$ cat src/rtl/action_selector_if.sv
// -----------------------------------------------------------------------------
// action_selector_if
// Bundles the request, Q-table read and action result signals of the action
// selector into one interface.
//   slave  : the action selector itself (consumes start/state/epsilon and
//            Q-table read data; produces the read strobe/address and result)
//   master : the environment (requester plus Q-table memory)
// Signals:
//   start, current_state[5:0], epsilon[7:0]   request side
//   q_rd_en, q_rd_addr[7:0], q_rd_data        Q-table read port
//   next_action[3:0], action_valid, explored  result
//   busy                                      high whenever not idle
// -----------------------------------------------------------------------------
interface action_selector_if #(
  parameter int Q_WIDTH = 16
);
  logic                      start;
  logic [5:0]                current_state;
  logic [7:0]                epsilon;
  logic                      q_rd_en;
  logic [7:0]                q_rd_addr;
  logic signed [Q_WIDTH-1:0] q_rd_data;
  logic [3:0]                next_action;
  logic                      action_valid;
  logic                      explored;
  logic                      busy;

  modport master (
    output start, current_state, epsilon, q_rd_data,
    input  q_rd_en, q_rd_addr, next_action, action_valid, explored, busy
  );

  modport slave (
    input  start, current_state, epsilon, q_rd_data,
    output q_rd_en, q_rd_addr, next_action, action_valid, explored, busy
  );
endinterface

$ cat src/rtl/action_selector.sv
// -----------------------------------------------------------------------------
// action_selector
// Epsilon-greedy action picker for a 64-state maze agent. On start it reads the
// four Q-values of the latched state, keeps a signed running maximum (ties go
// to the lowest action index) and then either takes the greedy argmax or, with
// probability epsilon/256, a random action drawn from a free-running LFSR.
// Ports:
//   clk  : rising-edge clock
//   rst  : synchronous, active-high reset
//   bus  : action_selector_if.slave (request, Q-table read port, result)
// Timing: start sampled in IDLE -> READ x4 -> WAIT -> DECIDE -> IDLE;
//   action_valid pulses in the cycle after DECIDE, i.e. on the 7th edge
//   counting the edge that sampled start.
// -----------------------------------------------------------------------------
module action_selector #(
  parameter int          Q_WIDTH   = 16,
  parameter logic [15:0] LFSR_SEED = 16'hACE1
) (
  input logic             clk,
  input logic             rst,
  action_selector_if.slave bus
);

  typedef enum logic [1:0] {
    IDLE   = 2'd0,
    READ   = 2'd1,
    WAIT   = 2'd2,
    DECIDE = 2'd3
  } state_e;

  state_e                    state_q, state_d;
  logic [5:0]                st_q, st_d;          // latched maze state
  logic [1:0]                idx_q, idx_d;        // action index being read
  logic                      rd_pend_q, rd_pend_d; // data returns this cycle
  logic [1:0]                rd_idx_q, rd_idx_d;  // index of returning data
  logic signed [Q_WIDTH-1:0] max_q, max_d;
  logic [1:0]                arg_q, arg_d;
  logic [15:0]               lfsr_q, lfsr_d;
  logic [3:0]                act_q, act_d;
  logic                      expl_q, expl_d;
  logic                      valid_q, valid_d;

  logic                      rd_en;
  logic [7:0]                rd_addr;
  logic signed [Q_WIDTH-1:0] rd_data;

  assign rd_data = bus.q_rd_data;

  // NOTE: every signal written below gets a default first, so no path through
  // the case statement leaves a value unassigned and no latch is inferred.
  always_comb begin
    state_d   = state_q;
    st_d      = st_q;
    idx_d     = idx_q;
    rd_pend_d = 1'b0;
    rd_idx_d  = idx_q;
    max_d     = max_q;
    arg_d     = arg_q;
    act_d     = act_q;
    expl_d    = expl_q;
    valid_d   = 1'b0;
    rd_en     = 1'b0;
    rd_addr   = 8'h00;

    // Fibonacci LFSR, taps 16,14,13,11; runs in every state.
    lfsr_d = {lfsr_q[14:0], lfsr_q[15] ^ lfsr_q[13] ^ lfsr_q[12] ^ lfsr_q[10]};

    // Q-data arrives one cycle after its read strobe. Index 0 seeds the
    // maximum; later values must be strictly greater, so ties keep the
    // lowest index.
    if (rd_pend_q && ((rd_idx_q == 2'd0) || (rd_data > max_q))) begin
      max_d = rd_data;
      arg_d = rd_idx_q;
    end

    unique case (state_q)
      IDLE: begin
        if (bus.start) begin
          st_d    = bus.current_state;
          idx_d   = 2'd0;
          state_d = READ;
        end
      end
      READ: begin
        rd_en     = 1'b1;
        rd_addr   = {st_q, idx_q};
        rd_pend_d = 1'b1;
        idx_d     = idx_q + 2'd1;
        if (idx_q == 2'd3) state_d = WAIT;
      end
      WAIT: begin
        // Fourth read returns here; the maximum is final by DECIDE.
        state_d = DECIDE;
      end
      DECIDE: begin
        if (lfsr_q[7:0] < bus.epsilon) begin
          act_d  = 4'b0001 << lfsr_q[9:8];
          expl_d = 1'b1;
        end else begin
          act_d  = 4'b0001 << arg_q;
          expl_d = 1'b0;
        end
        valid_d = 1'b1;
        state_d = IDLE;
      end
      default: state_d = IDLE;
    endcase
  end

  // NOTE: state registers use non-blocking assignments so all flops update
  // together from values computed before the edge.
  always_ff @(posedge clk) begin
    if (rst) begin
      state_q   <= IDLE;
      st_q      <= 6'd0;
      idx_q     <= 2'd0;
      rd_pend_q <= 1'b0;
      rd_idx_q  <= 2'd0;
      max_q     <= '0;
      arg_q     <= 2'd0;
      lfsr_q    <= LFSR_SEED;
      act_q     <= 4'b0000;
      expl_q    <= 1'b0;
      valid_q   <= 1'b0;
    end else begin
      state_q   <= state_d;
      st_q      <= st_d;
      idx_q     <= idx_d;
      rd_pend_q <= rd_pend_d;
      rd_idx_q  <= rd_idx_d;
      max_q     <= max_d;
      arg_q     <= arg_d;
      lfsr_q    <= lfsr_d;
      act_q     <= act_d;
      expl_q    <= expl_d;
      valid_q   <= valid_d;
    end
  end

  assign bus.q_rd_en      = rd_en;
  assign bus.q_rd_addr    = rd_addr;
  assign bus.next_action  = act_q;
  assign bus.explored     = expl_q;
  assign bus.action_valid = valid_q;
  assign bus.busy         = (state_q != IDLE);

endmodule

$ cat src/flat_wrapper.sv
// flat-port wrapper written by rule: the top's interface ports become plain ports
module action_selector_flat 
#(
  parameter int          Q_WIDTH   = 16,
  parameter logic [15:0] LFSR_SEED = 16'hACE1
)
  (clk, rst, bus_start, bus_current_state, bus_epsilon, bus_q_rd_data, bus_q_rd_en, bus_q_rd_addr, bus_next_action, bus_action_valid, bus_explored, bus_busy);
  action_selector_if #(.Q_WIDTH(Q_WIDTH)) bus_i ();
  input logic clk;
  input logic rst;
  input wire logic [$bits(bus_i.start)-1:0] bus_start;
  input wire logic [$bits(bus_i.current_state)-1:0] bus_current_state;
  input wire logic [$bits(bus_i.epsilon)-1:0] bus_epsilon;
  input wire logic [$bits(bus_i.q_rd_data)-1:0] bus_q_rd_data;
  output wire logic [$bits(bus_i.q_rd_en)-1:0] bus_q_rd_en;
  output wire logic [$bits(bus_i.q_rd_addr)-1:0] bus_q_rd_addr;
  output wire logic [$bits(bus_i.next_action)-1:0] bus_next_action;
  output wire logic [$bits(bus_i.action_valid)-1:0] bus_action_valid;
  output wire logic [$bits(bus_i.explored)-1:0] bus_explored;
  output wire logic [$bits(bus_i.busy)-1:0] bus_busy;
  assign bus_i.start = bus_start;
  assign bus_i.current_state = bus_current_state;
  assign bus_i.epsilon = bus_epsilon;
  assign bus_i.q_rd_data = bus_q_rd_data;
  assign bus_q_rd_en = bus_i.q_rd_en;
  assign bus_q_rd_addr = bus_i.q_rd_addr;
  assign bus_next_action = bus_i.next_action;
  assign bus_action_valid = bus_i.action_valid;
  assign bus_explored = bus_i.explored;
  assign bus_busy = bus_i.busy;
  action_selector #(.Q_WIDTH(Q_WIDTH), .LFSR_SEED(LFSR_SEED)) u_core (.clk(clk), .rst(rst), .bus(bus_i));
endmodule
$ cat config.mk
export PLATFORM = sky130hd
export DESIGN_NAME = action_selector_flat
export DESIGN_NICKNAME = d
export VERILOG_FILES = /design/src/rtl/action_selector_if.sv /design/src/rtl/action_selector.sv /design/src/flat_wrapper.sv
export SDC_FILE = /design/constraint.sdc
export NUM_CORES = 1
export LEC_CHECK = 0
export ABC_AREA = 1
export BUFFER_PORTS_ARGS = -buffer_cell sky130_fd_sc_hd__buf_2
export CAP_MARGIN = 5
export CORE_ASPECT_RATIO = 0.8
export CORE_MARGIN = 2
export CORE_UTILIZATION = 58
export CTS_BUF_LIST = sky130_fd_sc_hd__clkbuf_8
export DETAILED_ROUTE_END_ITERATION = 16
export PLACE_DENSITY = 0.83
export SLEW_MARGIN = 5
export SYNTH_ARGS = -nofsm -noshare
export SYNTH_HDL_FRONTEND = slang
export SYNTH_SLANG_ARGS = --single-unit
$ cat constraint.sdc
create_clock -name clk -period 2.15 [get_ports clk]
set_clock_uncertainty 0.05 [all_clocks]
set_input_delay 0.43 -clock clk [delete_from_list [all_inputs] [get_ports clk]]
set_output_delay 0.43 -clock clk [all_outputs]
set_load 0.01 [all_outputs]
After elaboration in Yosys (flattened, before gate mapping)
Cells that the tools add are included.
{"block": "op_classes", "n_mux": 10, "n_eq_ne": 6, "add_sub_neg": 1, "reduce_logical": 9, "n_shift": 2, "bitwise": 3, "order_cmp": 2}
{"op": "16-bit greater-than comparator", "n": 1}
{"op": "8-bit < comparator", "n": 1}
{"op": "8-bit two-way mux", "n": 1}
{"op": "2-bit one-hot mux with 4 select lines", "n": 1}
{"op": "1-bit by 2-bit left shift with 4-bit output, first input constant", "n": 2}
{"op": "2-bit == test, second input constant", "n": 3}
{"op": "2-bit two-way mux", "n": 3}
{"op": "2-bit AND reduction", "n": 3}
{"op": "2-bit logical NOT", "n": 2}
{"op": "4-bit two-way mux", "n": 1}
{"op": "2-bit one-hot mux with 2 select lines", "n": 1}
{"op": "2-bit nonzero test", "n": 2}
{"op": "1-bit two-way mux", "n": 3}
{"op": "1-bit bitwise XOR", "n": 3}
{"op": "2-bit by 1-bit adder with 2-bit output, second input constant", "n": 1}
{"op": "2-bit by 1-bit == test with 1-bit output, second input constant", "n": 1}
{"op": "2-bit by 1-bit != test with 1-bit output, second input constant", "n": 1}
{"op": "2-bit != test, second input constant", "n": 1}
{"op": "1-bit logical AND", "n": 1}
{"op": "1-bit logical OR", "n": 1}
{"block": "word_totals", "register_bits": 53, "output_inout_bits": 16, "input_bits": 33, "elab_cells": 44}

Logic depth before layout (Yosys ltp)
Gate-level depths: netlist of run 1.
{"block": "depth", "ltp_word": 3, "ltp_mapped": 17, "depth_no_buf": 17}

Worst setup path before layout of run 1
Ideal clock, no wire load.
{"block": "synth_path", "path_kind": "input to register", "start": "input port bus_q_rd_data[7]", "end": "register u_core.max_q[12]", "arrival_ps": 1686, "cell_stages": 15, "n_path_buf": 1, "path_slack_ps": 299, "cell_sequence": "ha_1 > nand2_1 > nor2_1 > nand3_1 > nand3_1 > nand2_1 > nand2_1 > nand2_1 > nand2_1 > nand2_2 > nand2_4 > buf_6 > nand3b_1 > nand2_1 > nor2_1"}
{"block": "synth_between", "elab_chain_cells": 3}
{"item": "from (decl)", "line": "flat_wrapper.sv:14", "source": "input wire logic [$bits(bus_i.q_rd_data)-1:0] bus_q_rd_data;"}
{"item": "16-bit greater-than comparator", "line": "action_selector.sv:71", "source": "if (rd_pend_q && ((rd_idx_q == 2'd0) || (rd_data > max_q))) begin"}
{"item": "1-bit logical OR", "line": "action_selector.sv:71"}
{"item": "1-bit logical AND", "line": "action_selector.sv:71"}
{"item": "to (signal assigned)", "line": "action_selector.sv:131", "source": "max_q <= max_d;"}
{"item": "to (decl)", "line": "action_selector.sv:36", "source": "logic signed [Q_WIDTH-1:0] max_q, max_d;"}
Every way passes these cells.
A chain may end at the register's enable or synchronous reset.

Worst setup path in the final report of run 1
{"block": "layout_path", "start": "register u_core.max_q[15]", "end": "register u_core.max_q[15]"}
{"block": "layout_between", "elab_chain_cells": 3}
{"item": "16-bit greater-than comparator", "line": "action_selector.sv:71"}
{"item": "1-bit logical OR", "line": "action_selector.sv:71"}
{"item": "1-bit logical AND", "line": "action_selector.sv:71"}
Every way passes these cells.

==> metrics, run 1 <==
via count=about 2300; sw frac=34.80%; Leakage=between 1.5 and 2 nW; DRT Pass-1 Iters=6; largest family of logic cells by synthesized area=simple AND/OR/NAND/NOR gates; post-synth top area cell=dfxtp_1; Simple-Gate Fraction of Synth Area=25.94%; GPL Wtd Cong=0.8175; Comb power frac=between 30 and 40%; antenna-violating nets left=0; Synth Area in XOR/XNOR=0.6484%; Synth Cell Area=0.002701 mm2; Synth Area in Compound Gates=about a tenth; WP data required=2.30 ns; post-synthesis mux area share=0%; Overflow after GRT=0; internal power=1.950 mW; sequential area share after synthesis=39.28%; DIE WIDTH=roughly 80 um; clk root buf=clkbuf_8; layout cells sized above 1=18.45%; die footprint=0.005223 mm2; share of the synthesized area in the top cell type=39.28%; unrepaired setup endpoints after global routing=false; wire per inst=10.97 um; Clock power frac=23.5%; drc violations=0; Placed Area=0.003002 mm2; # rows=22; clk buf depth=2; hold_sp=bus_current_state[2]; Yosys warnings=0; Worst R2R Setup Slack=0.12 ns; fmax=491.8 MHz; Crit. Startpoint=u_core.max_q[15]; Non-Filler Instances=472; WHS Path Cells=3; Worst Hold End=u_core.st_q[2]; Tmin final=between 2 and 2.5 ns; Critical Path Sink Type=flip-flop; total power draw=2.991 mW; H-tree Lvls=2; core footprint=0.004542 mm2; Syn Area/Cell=between 7 and 8 um2; actual slew at the worst max-slew pin=0.4249 ns; critical path class=flip-flop to flip-flop; Clock Latency Late Sink=0.30 ns; Synth Instances=roughly 360; Sink Count=53; first-pass GRT wire length=8873 um; setup_tns=0 ns; clock-pin slew on the worst setup and hold paths=0.09 ns; IO Count=around 50; routed wire length=5177 um; Seq pwr share=a little over two fifths; count of cell types in the netlist=25; CTS tree=done; Synth Register Bits=53; fin crit share=94.58%; initial antenna violation count=0; Die H=65.04 um; DR vias/cell=4.951; Critical R2R Capture=u_core.max_q[15]; GRT Resource Usage Total=a little over a fifth; Hold Path Class=input pin to flip-flop; ys async rst share=0%; hold_buf cts=0; status=complete, no violations; Slew HR=just over 70%; nets=472; Crit path arrival time=about 2.2 ns; peak supply drop=0.6049 mV; drt initial violations=around 130; Switch Pwr=1.041 mW; top-count cell post-synth=nand2_1; Hold Vio Cnt, Final=0; number of global-route vias before repair=between 2000 and 2500; peak fanout along the critical path=24; pwr/cell area=954.2 mW/mm2; Placed Instances=464; Worst setup SP type=flip-flop; largest net degree at the start of global routing=28; PortBufs=48; list of most frequent post-synthesis cells=64 x nand2_1, 60 x inv_1, 53 x dfxtp_1, 47 x nor2_1, 31 x a21oi_1; dpl ws=0.0009370 ns; TritonCTS buffer count=5; FF-to-FF Start=u_core.max_q[15]; Area Growth Syn to Fin=16.03%; # Post-CTS Setup Buffers=0; Post-DP HPWL=3796 um; number of flops mapped to enable cells by yosys=0; r2r worst-path depth=13; Mapped Nets=about 420; max cap viols=0; # setup viols final=0; Slew Viols, Final=0; Finished Cell Area=0.003134 mm2; worst setup margin=around 0.12 ns; Antenna Cells=0; Post-Synth Adder-Cell Area=about an eighth; ys flop type=dfxtp_1; Initial Util=59.48%; Synth area leaders=dfxtp_1 39%, ha_1 13%, nand2_1 8.9%, inv_1 8.3%, nor2_1 6.5%
cells by family after synthesis:
group	Yosys count
AO/OA/AOI/OAI	51
flip-flops	53
AND/OR/NAND/NOR	155
XOR/XNOR	2
buffers and inverters	74
adder cells (fa/ha/maj)	28
critical path, cell delays in order, from the launching register on:
cell      delay, ns
dfxtp_1        0.36
inv_1          0.05
ha_1           0.31
a21oi_1        0.16
o21ai_0        0.12
a21oi_1        0.19
nand3_1        0.10
nand2_1        0.08
nand2_2        0.06
nand2_4        0.07
buf_12         0.16
nand3b_1       0.09
nand2_1        0.07
nor2_1         0.04
how the worst max path moves through the flow:
stage / end / slack (ns) / cells past startpoint
2_1_floorplan: u_core.max_q[12] / 0.30 / 15
3_3_place_gp: u_core.max_q[12] / 0.07 / 16
3_5_place_dp: u_core.max_q[7] / 0.0009 / 16
4_1_cts: u_core.max_q[15] / 0.12 / 14
5_1_grt: u_core.max_q[14] / 0.003 / 13
6_report: u_core.max_q[15] / 0.12 / 13
layout make-up:
cell class / instances / area, um2
clock buffer: 6 / 82.58
clock inverter: 2 / 37.54
fill: 371 / 1408
inverter: 61 / 229.0
multi-input combinational: 236 / 1351
sequential: 53 / 1061
tap: 60 / 75.07
timing repair buffer: 54 / 297.8
registers in the layout, summed over array words and instances (netlist names), 2 cells and up:
| register | cells |
|---|---|
| u_core.max_q | 16 |
| u_core.rd_idx_q | 2 |
| u_core.bus.next_action | 4 |
| u_core.st_q | 6 |
| u_core.state_q | 2 |
| u_core.idx_q | 2 |
| u_core.lfsr_q | 16 |
| u_core.arg_q | 2 |
layer usage:
metal | GRT usage (%) | wire length, um | vias to the layer above
met5 | 0 | 0 | -
met4 | 8.686 | 80 | 0
met3 | 4.318 | 241 | 10
met2 | 35.63 | 2370 | 53
met1 | 27.57 | 2485 | 1041
li1 | - | - | 1233
metrics by stage:
step	hold WS (ns)	utilization [%]
after floorplan	0.3383	-
after global placement	0.3408	66.09
after detailed placement	0.3470	66.09
after CTS	0.3176	68.73
after global routing	0.3165	69.01
final	0.3201	69.01
cells in the final DEF (no fill, tap or decap), types with 2 or more instances in the layout:
cell type,count
nand2_1,63
inv_1,60
dfxtp_1,53
buf_2,48
nor2_1,47
a21oi_1,30
ha_1,28
nand3b_1,15
o21ai_0,13
nand3_1,13
or2_2,8
clkbuf_8,6
buf_4,5
o21ai_1,3
nand4_1,3
nand2_2,2
nor3_1,2
o31ai_1,2
power by group through the flow:
stage                     registers (mW)  clock network (mW)  logic [mW]
after floorplan                     1.26                   0       0.770
after global placement              1.29                   0       0.953
after detailed placement            1.29                   0       0.996
after CTS                           1.27               0.718        1.01
after global routing                1.30               0.754        1.18
final                               1.27               0.702        1.01
timing repair:
item,in CTS,in global routing
resized for setup,0,3
endpoints found under the setup margin,0,8
endpoints found under the hold margin,0,0
No activity file was read; power rests on OpenSTA's default activity.
==> run 2: changes to the inputs <==
Settings changed: CORE_UTILIZATION 58 to 55, CTS_BUF_LIST sky130_fd_sc_hd__clkbuf_8 to unset, MAX_ROUTING_LAYER set to met4, PLACE_DENSITY 0.83 to 0.79, TNS_END_PERCENT set to 1.
==> metrics, run 2 (synthesized netlist as in run 1, its figures left out) <==
antenna-violating nets left=0; setup_tns=0 ns; worst path bufs/invs=3; via count=2307; Crit. Startpoint=u_core.max_q[7]; clk buf depth=2; # setup viols final=0; actual slew at the worst max-slew pin=0.8241 ns; Antenna Cells=0; core footprint=0.004652 mm2; H-tree Lvls=2; Non-Filler Instances=471; unrepaired setup endpoints after global routing=true; drt initial violations=100; WHS=0.3331 ns; Critical Path Sink Type=flip-flop; Clock Latency Late Sink=0.30 ns; Leakage=around 1.6 nW; r2r worst-path depth=16; fill count=about 400; hold_buf cts=0; Critical R2R Capture=u_core.max_q[6]; max cap viols=0; Slew HR=44.72%; # Post-CTS Setup Buffers=0; fin crit share=roughly 93%; Worst setup SP type=flip-flop; Worst R2R Setup Slack=0.14 ns; clk root buf=clkbuf_8; Crit path arrival time=2.20 ns; TritonCTS buffer count=5; Area Growth Syn to Fin=16.63%; Initial Util=between 50% and 60%; Tmin final=2.006 ns; DRT Pass-1 Iters=4; Die H=66.69 um; fmax=498.4 MHz; Slew Viols, Final=0; most frequent cells in the layout=60 x inv_1, 60 x nand2_1, 48 x buf_2, 48 x dfxtp_1, 46 x nor2_1; CP top delay family=simple AND/OR/NAND/NOR gates; CP max stage cell=dfxtp_2; Post-DP HPWL=3822 um; # rows=22; DR vias/cell=between 4 and 5; DIE WIDTH=82.36 um; wire per inst=11.11 um; FF-to-FF Start=u_core.max_q[7]; Hold Path Class=input pin to flip-flop; CP most frequent cell=nand2_1; CTS tree=done; drc violations=0; Hold Vio Cnt, Final=0; nets=472; Largest regs=u_core.lfsr_q (16), u_core.max_q (16), u_core.st_q (6); number of global-route vias before repair=slightly above 2000; Placed Instances=roughly 460; GRT Resource Usage Total=20.55%; peak fanout along the critical path=16; routed wire length=5233 um; first-pass GRT wire length=8383 um; WP data required=2.35 ns; initial antenna violation count=0; PortBufs=48; instance count on the critical path=16; Critical Path End=u_core.max_q[6]; pwr/cell area=914.8 mW/mm2; crit-path cells=inv_1 -> ha_1 -> nand2_2 -> inv_1 -> a21oi_1 -> nand3_1 -> nand2_1 -> nand2_1 -> nand2_1 -> nand2_1 -> nand2_2 -> nand2_4 -> buf_12 -> nand3b_1 -> nand2_1 -> nor2_1; largest net degree at the start of global routing=28; layout cells sized above 1=approximately a fifth; GPL Wtd Cong=0.8163; clock-pin slew on the worst setup and hold paths=0.09 ns; critical path class=flip-flop to flip-flop; Sink Count=53; peak supply drop=~0.5 mV; CP max stage delay=0.34 ns; status=complete, no violations; total power draw=about 2.9 mW; Overflow after GRT=0; die footprint=~0.0055 mm2; # resized after CTS=0; IO Count=49
-- run 2: tightest hold or removal path, stage by stage --
cell and delay (ns):
buf_2 0.07, o21ai_0 0.07, nor2_1 0.08
-- run 2: worst min-delay path by stage --
stage	from	endpoint	slack [ns]	depth (start not counted)
global route	bus_current_state[1]	u_core.st_q[1]	0.37	3
global placement	u_core.lfsr_q[14]	u_core.lfsr_q[15]	0.34	1
CTS	bus_current_state[3]	u_core.st_q[3]	0.33	3
detailed placement	u_core.lfsr_q[14]	u_core.lfsr_q[15]	0.37	1
floorplan	u_core.lfsr_q[11]	u_core.lfsr_q[12]	0.34	2
finish	bus_current_state[3]	u_core.st_q[3]	0.33	3
-- run 2: where the power goes --
group | switching, mW | leakage [nW] | internal, mW
combinational | 0.612 | 1.14 | 0.435
sequential | 0.107 | 0.438 | 1.17
clock | 0.306 | 0.0443 | 0.256
total | 1.02 | 1.62 | 1.86
-- run 2: final cells by class --
class,instances,area (um2),share of cell area [%]
Timing Repair Buffer,54,310.3,9.849
Multi-Input combinational cell,236,1383,43.88
Inverter,61,229.0,7.268
Sequential cell,53,1067,33.88
Clock buffer,7,86.33,2.740
Tap cell,60,75.07,2.383
-- run 2: layer usage --
layer  wire, um  vias up  track usage (%)
li1           -     1236                -
met1       2453     1020            25.46
met2       2523       45            34.17
met3        209        6            3.659
met4         46        0            6.250
met5          0        -                -
-- run 2: stage by stage --
stage | util (%) | instance area (um2) | setup WS [ns]
finish | 67.72 | 3151 | 0.1437
CTS | 66.65 | 3100 | 0.1087
global placement | 64.79 | 3014 | 0.03194
floorplan | - | 2701 | 0.2986
detailed placement | 64.79 | 3014 | -0.06925
global route | 67.72 | 3151 | -0.03782
